[src/rtl/uart_defs_pkg.sv]
// uart_defs_pkg: constants and state encodings shared by the 8N1 UART blocks.
//   CLKS_PER_BIT_DEF : default clk cycles per bit (100 MHz / 9600 baud)
//   DATA_BITS        : data bits per frame
//   SYNC_STAGES_DEF  : default depth of the RX input synchronizer
//   rx_state_t       : receiver FSM states
package uart_defs_pkg;

   localparam int unsigned CLKS_PER_BIT_DEF = 10417;
   localparam int unsigned DATA_BITS        = 8;
   localparam int unsigned SYNC_STAGES_DEF  = 2;

   typedef enum logic [2:0] {
      RX_IDLE      = 3'd0,
      RX_START     = 3'd1,
      RX_DATA      = 3'd2,
      RX_STOP      = 3'd3,
      RX_WAIT_HIGH = 3'd4
   } rx_state_t;

endpackage

[src/rtl/uart_rx_sync.sv]
// uart_rx_sync: multi-flop synchronizer for the asynchronous RX pin.
//   clk : system clock, rising edge
//   rst : asynchronous active-low reset; chain resets to 1 (idle line)
//   Rxd : raw serial input
//   rxs : synchronized serial input, SYNC_STAGES cycles behind Rxd
module uart_rx_sync
   import uart_defs_pkg::*;
#(
   parameter int unsigned SYNC_STAGES = SYNC_STAGES_DEF
) (
   input  logic clk,
   input  logic rst,
   input  logic Rxd,
   output logic rxs
);

   logic [SYNC_STAGES-1:0] sr;

   always_ff @(posedge clk or negedge rst) begin
      if (!rst) begin
         sr <= '1;
      end else begin
         sr <= {sr[SYNC_STAGES-2:0], Rxd};
      end
   end

   assign rxs = sr[SYNC_STAGES-1];

endmodule

[src/rtl/uart_byte_rx.sv]
// uart_byte_rx: 8N1 UART receiver (start, 8 data bits LSB first, stop).
//   clk       : system clock, rising edge
//   rst       : asynchronous active-low reset
//   Rxd       : serial line, idle high, asynchronous to clk
//   rx_data   : last correctly received byte, held until the next good byte
//   rx_valid  : one-cycle pulse, rx_data is new in the same cycle
//   frame_err : one-cycle pulse when the stop bit samples 0
//   busy      : high whenever the receiver is not idle
module uart_byte_rx
   import uart_defs_pkg::*;
#(
   parameter int unsigned CLKS_PER_BIT = CLKS_PER_BIT_DEF,
   parameter int unsigned HALF_BIT     = CLKS_PER_BIT / 2,
   parameter int unsigned SYNC_STAGES  = SYNC_STAGES_DEF
) (
   input  logic       clk,
   input  logic       rst,
   input  logic       Rxd,
   output logic [7:0] rx_data,
   output logic       rx_valid,
   output logic       frame_err,
   output logic       busy
);

   localparam int unsigned     CNT_W    = $clog2(CLKS_PER_BIT);
   localparam logic [CNT_W-1:0] HALF_LIM = CNT_W'(HALF_BIT - 1);
   localparam logic [CNT_W-1:0] BIT_LIM  = CNT_W'(CLKS_PER_BIT - 1);
   localparam logic [2:0]       LAST_BIT = 3'(DATA_BITS - 1);

   logic             rxs;

   rx_state_t        state, state_n;
   logic [CNT_W-1:0] cnt, cnt_n;
   logic [2:0]       bit_idx, bit_idx_n;
   logic [7:0]       shreg, shreg_n;
   logic [7:0]       rx_data_n;
   logic             rx_valid_n, frame_err_n;

   uart_rx_sync #(
      .SYNC_STAGES (SYNC_STAGES)
   ) u_sync (
      .clk (clk),
      .rst (rst),
      .Rxd (Rxd),
      .rxs (rxs)
   );

   always_ff @(posedge clk or negedge rst) begin
      if (!rst) begin
         state     <= RX_IDLE;
         cnt       <= '0;
         bit_idx   <= '0;
         shreg     <= '0;
         rx_data   <= '0;
         rx_valid  <= 1'b0;
         frame_err <= 1'b0;
      end else begin
         state     <= state_n;
         cnt       <= cnt_n;
         bit_idx   <= bit_idx_n;
         shreg     <= shreg_n;
         rx_data   <= rx_data_n;
         rx_valid  <= rx_valid_n;
         frame_err <= frame_err_n;
      end
   end

   // The bit timer is cleared at every sample and held at zero in the
   // waiting states, so it never needs to count past BIT_LIM.
   always_comb begin
      state_n     = state;
      cnt_n       = cnt + 1'b1;
      bit_idx_n   = bit_idx;
      shreg_n     = shreg;
      rx_data_n   = rx_data;
      rx_valid_n  = 1'b0;
      frame_err_n = 1'b0;

      case (state)
         RX_IDLE: begin
            cnt_n = '0;
            if (!rxs) begin
               state_n = RX_START;
            end
         end

         // Mid start bit: a line back high means the falling edge was a glitch.
         RX_START: begin
            if (cnt == HALF_LIM) begin
               cnt_n = '0;
               if (!rxs) begin
                  state_n   = RX_DATA;
                  bit_idx_n = '0;
               end else begin
                  state_n = RX_IDLE;
               end
            end
         end

         RX_DATA: begin
            if (cnt == BIT_LIM) begin
               cnt_n     = '0;
               shreg_n   = {rxs, shreg[7:1]};
               bit_idx_n = bit_idx + 1'b1;
               if (bit_idx == LAST_BIT) begin
                  state_n = RX_STOP;
               end
            end
         end

         // Leaving mid stop bit lets a start bit that immediately follows
         // a one-bit stop be caught without any idle gap.
         RX_STOP: begin
            if (cnt == BIT_LIM) begin
               cnt_n = '0;
               if (rxs) begin
                  rx_data_n  = shreg;
                  rx_valid_n = 1'b1;
                  state_n    = RX_IDLE;
               end else begin
                  frame_err_n = 1'b1;
                  state_n     = RX_WAIT_HIGH;
               end
            end
         end

         // A held-low line (break) must not be read as a stream of 0x00 bytes.
         RX_WAIT_HIGH: begin
            cnt_n = '0;
            if (rxs) begin
               state_n = RX_IDLE;
            end
         end

         default: begin
            cnt_n   = '0;
            state_n = RX_IDLE;
         end
      endcase
   end

   assign busy = (state != RX_IDLE);

endmodule

[config.mk]
export PLATFORM = sky130hd
export DESIGN_NAME = uart_byte_rx
export DESIGN_NICKNAME = d
export VERILOG_FILES = /design/src/rtl/uart_defs_pkg.sv /design/src/rtl/uart_rx_sync.sv /design/src/rtl/uart_byte_rx.sv
export SDC_FILE = /design/constraint.sdc
export NUM_CORES = 1
export LEC_CHECK = 0
export CAP_MARGIN = 20
export CORE_MARGIN = 10
export CORE_UTILIZATION = 40
export DETAILED_ROUTE_END_ITERATION = 7
export GPL_TIMING_DRIVEN = 0
export PLACE_DENSITY_LB_ADDON = 0.15
export SYNTH_ARGS = -nofsm -noshare
export SYNTH_HDL_FRONTEND = slang
export SYNTH_HIERARCHICAL = 1
export SYNTH_SLANG_ARGS = --single-unit
[constraint.sdc]
create_clock -name clk -period 3.1 [get_ports clk]
set_input_delay 0.62 -clock clk [delete_from_list [all_inputs] [get_ports clk]]
set_output_delay 0.62 -clock clk [all_outputs]
set_load 0.03 [all_outputs]
[After elaboration in Yosys (flattened, before gate mapping)]
Index checks and enable logic that the tools add are counted.
Cells by class
  add/sub/neg operators: 2
  equal/unequal tests: 14
  multiplexer cells: 22
  reduce and logical (&&, ||, !) cells: 8
Operator list (count)
  two-way mux 3 bit: 10
  two-way mux 14 bit: 2
  case mux 14 bit (2 select lines): 1
  case mux 3 bit (5 select lines): 1
  adder 14 x 1 -> 14 bit, second input constant: 1
  == test 14 x 13 -> 1 bit, second input constant: 1
  == test 14 bit, second input constant: 1
  != test 2 bit, second input constant: 6
  == test 3 x 2 -> 1 bit, second input constant: 2
  == test 3 bit, second input constant: 2
  two-way mux 1 bit: 6
  case mux 3 bit (2 select lines): 1
  AND reduction 6 bit: 1
  AND reduction 4 bit: 1
  adder 3 x 1 -> 3 bit, second input constant: 1
  == test 3 x 1 -> 1 bit, second input constant: 1
  logical NOT 3 bit: 1
  AND reduction 3 bit: 1
  nonzero test 3 bit: 1
  two-way mux 2 bit: 1
  != test 2 x 1 -> 1 bit, second input constant: 1
  AND reduction 2 bit: 1
  nonzero test 2 bit: 1
  OR reduction 2 bit: 1
Word-level totals
  flip-flop bits (word level): 40
  input port bits: 3
  output and inout port bits: 11

[Longest topological paths before layout]
  depth after elaboration: 4
  gate-level depth with buffers: 7

[Modules after synthesis]
Netlist, hierarchy kept.
Modules (own cells, without submodules)
  uart_byte_rx: times used 1, cells an instance 152, area each 1835.5 um^2, sequential area each 950.9 um^2
  uart_rx_sync: times used 1, cells an instance 2, area each 52.6 um^2, sequential area each 52.6 um^2

[Least setup slack after synthesis]
Ideal clock, no wire load.
  path kind: reg2reg
  start: reg cnt[0]
  end: reg rx_data[0]
  library setup time: 128 ps
  arrival: 1627 ps
  path slack: 1346 ps
  stages on the path, launching flop included: 7
  period minus slack after synthesis: 1754 ps
  path through: dfrtp_1 -> inv_1 -> ha_1 -> nor3b_1 -> nand4_4 -> nor2_8 -> mux2_1
Between the ends
  cells in the longest elaborated chain, start to end: 2
RTL lines
  start, declared: RTL line uart_byte_rx.sv:33  | logic [CNT_W-1:0] cnt, cnt_n;
  start signal, assigned: RTL line uart_byte_rx.sv:59  | cnt <= cnt_n;
  == test 14 bit: RTL line uart_byte_rx.sv:114  | if (cnt == BIT_LIM) begin
  AND reduction 3 bit (no source line)
  end signal, assigned: RTL line uart_byte_rx.sv:62  | rx_data <= rx_data_n;
  end, declared: RTL line uart_byte_rx.sv:19  | output logic [7:0] rx_data,
No other way between the ends.
A chain may end at the register's enable or synchronous reset.

[Final worst setup path]
  start: reg state[0]
  end: out busy
Between the ends
  cells in the longest elaborated chain, start to end: 1
RTL lines
  start, declared: RTL line uart_byte_rx.sv:32  | rx_state_t state, state_n;
  start signal, assigned: RTL line uart_byte_rx.sv:58  | state <= state_n;
  nonzero test 3 bit: RTL line uart_byte_rx.sv:142  | assign busy = (state != RX_IDLE);
  end, declared: RTL line uart_byte_rx.sv:22  | output logic busy
No other way between the ends.

==> reports/qor.txt <==
delay of the slowest cell on the worst path - 0.60 ns
Post-synth EDFFs - 0
Final Hold Fails - 0
WL/cell - 14.3 µm
HP Class - reg2reg
commonest non-fill, non-tap cell in the layout - dfrtp_1
# nets final - 181
I/O pins - 14
placed wire-length estimate - 2.39 mm
Final ANT Viol Nets - 0
Clock power frac - 0.444
post-synthesis compound-gate area fraction - 0.0610
clock skew - 0.00790 ns
Vias/cell - 5.24
Total Wirelength - 3.25 mm
Seq cells post-synth - 40
Main synth FF type - dfrtp_1
CTS Buf Count - 5
post-route setup TNS - 0 ns
CP cell instances - buf_2 > or3_1 > clkdlybuf4s50_1
commonest non-fill, non-tap cells in the layout - dfrtp_1 (38), nor2_1 (16), mux2_1 (16)
register area - 1000 µm²
crit path DAT - 1.77 ns
first-pass GRT wire length - 5.91 mm
RSZ-0062 raised after global routing - no
xor/xnor share of the synthesized area - 0.0510
Yosys cell types - 42
Syn Inst Count - 154
minimum clock period - 2.39 ns
crit end category - output port
CTS tree - built
Crit Path Max Fanout - 10
fraction of layout cells with a size suffix above 1 - 0.137
Req. time, crit path - 2.48 ns
Synth Area in Simple Gates - 0.215
H-tree depth - 2
Setup Viol. Count Final - 0
area share of fa/ha/maj cells after synthesis - 0.0265
drt pass-1 iters - 4
clk slew on worst S/H paths - 0.08 ns
sequential area share after synthesis - 0.531
largest family of logic cells by synthesized area - simple AND/OR/NAND/NOR gates
cts hold-fix bufs - 0
final instance area - 2190 µm²
die width - 88.7 µm
largest net degree at the start of global routing - 41
First DRT Iteration DRCs - 68
root buffer cell - clkbuf_8
synth top area cells - dfrtp_1 (50%), mux2_1 (9.5%), nor2_1 (3.2%)
vias in the first global route - 1269
Fillers - 401
VDD IR max - 0.233 mV
CTS Buffer Depth - 2
Max Fclk - 0.418 GHz
Starting Density - 0.422
Vias - 1189
Util after Layout - 0.490
Comb pwr share - 0.012
initial antenna violation count - 0
Sw Share - 0.205
sequential share of power - 0.543
area share of the largest cell type after synthesis - 0.504
Mapped Avg Cell Area - 12.3 µm²
n_diodes - 0
Clock Sinks - 40
Die Y-Extent - 88.7 µm
pwr dens - 440 nW/µm²
Crit-path slowest cell - clkdlybuf4s50_1
Net Sw Power - 0.198 mW
PostCTS Resize Cnt - 0
outcome - finished clean
Period Utilization, post-route - 0.772
Placement Rows - 24
multi-input combinational cell area - 860 µm²
postcts setup bufs - 0
total grt overflow - 0
WS Path Type - reg2out
max cap viols - 0
synthesized area - 1890 µm²
worst-margin pin slew - 0.856 ns
asr flop ratio synth - 1.00
post-synth top area cell - dfrtp_1
Slew HR - 0.429
Syn Nets - 161
placed cell areas - 2080 µm²
Clk Latency, worst-skew pair - 0.29 ns
DRC Markers - 0
Startpoint Class - register
IO Port Bufs - 13
Internal - 0.768 mW
total number of yosys warnings - 6
Max Slew Vio Count - 0
DIE AREA - 7870 µm²
GRT Overall Usage - 0.0954
final weighted congestion in routability-driven placement - 0.799
post-synthesis mux area share - 0.101
core box area - 4470 µm²
area grow syn2layout - 16.2%
Leakage - 1.06 nW
[critical path, delay by kind of cell (launching register included)]
family | cells | cell delay (ns)
DFF | 1 | 0.36
and+or+nand+nor | 1 | 0.34
buffers and inverters | 2 | 0.77
[path summary, 6_finish.rpt]
kind / startpoint / endpoint / slack, ns / cells past startpoint
max: state[0] / busy / 0.71 / 3
min in group asynchronous: rst / rx_valid / 0.43 / 1
max in group asynchronous: rst / state[1] / 2.12 / 1
min: u_sync/sr[0] / u_sync/sr[1] / 0.36 / 0
max reg2reg: cnt[0] / cnt[4] / 1.18 / 7
min reg2reg: u_sync/sr[0] / u_sync/sr[1] / 0.36 / 0
[state kept, by name, summed over array words and instances (netlist names)]
register,count
rx_data,8
cnt,14
frame_err,1
shreg,8
u_sync/sr,2
state,3
rx_valid,1
bit_idx,3
[layout make-up]
class                           count  area share
Multi-Input combinational cell    109       0.392
Tap cell                           52      0.0296
Clock inverter                      3      0.0217
Clock buffer                        5      0.0314
Timing Repair Buffer               13      0.0570
Inverter                            2     0.00342
Sequential cell                    40       0.457
Buffer                              3     0.00798
[logic make-up (layout without fill, tap and decap cells)]
| logic type | Yosys count | in the layout |
|---|---|---|
| xor gates and xnor gates | 11 | 11 |
| AOI/OAI and AO/OA | 15 | 15 |
| adders and majority gates | 4 | 4 |
| buffers and inverters | 5 | 26 |
| DFF | 40 | 40 |
| muxes | 17 | 17 |
| and+or+nand+nor | 62 | 62 |
[cell usage after synthesis, types with 3 or more instances]
| cell | n |
|---|---|
| o21ai_0 | 3 |
| xnor2_1 | 5 |
| dfrtp_1 | 38 |
| mux2_1 | 16 |
| nand2_1 | 6 |
| nor3b_1 | 4 |
| nor2_1 | 16 |
| nand4_1 | 3 |
| a21oi_1 | 5 |
| xor2_1 | 6 |
| or3_1 | 3 |
| ha_1 | 4 |
| nand3_1 | 6 |
| nor2b_1 | 4 |
[routing by layer]
layer  GRT usage  routed length, µm  part of all wire  up-vias
li1            -                  -                 -      593
met1       0.115               1530              0.47      576
met2       0.154               1550              0.48       16
met3      0.0303                135             0.042        4
met4      0.0396                 37             0.011        0
met5           0                  0                 0        -
[stage by stage]
step                      setup slack [ns]  total power [mW]  hold slack, ns  instances
after global routing                 0.631              1.01           0.368        227
after detailed placement              1.02             0.549           0.348        219
after CTS                            0.690             0.985           0.359        227
after global placement               0.517             0.549           0.346        219
final                                0.708             0.966           0.357        227
after floorplan                       1.35             0.536           0.324        154
[power by group through the flow]
stage / Sequential (mW) / Clock (mW) / Combinational [mW]
global route: 0.526 / 0.473 / 0.0147
finish: 0.525 / 0.429 / 0.0121
detailed placement: 0.535 / 0 / 0.0131
CTS: 0.525 / 0.447 / 0.0131
global placement: 0.535 / 0 / 0.0133
floorplan: 0.535 / 0 / 0.000928
No activity file was read; power rests on OpenSTA's default activity.
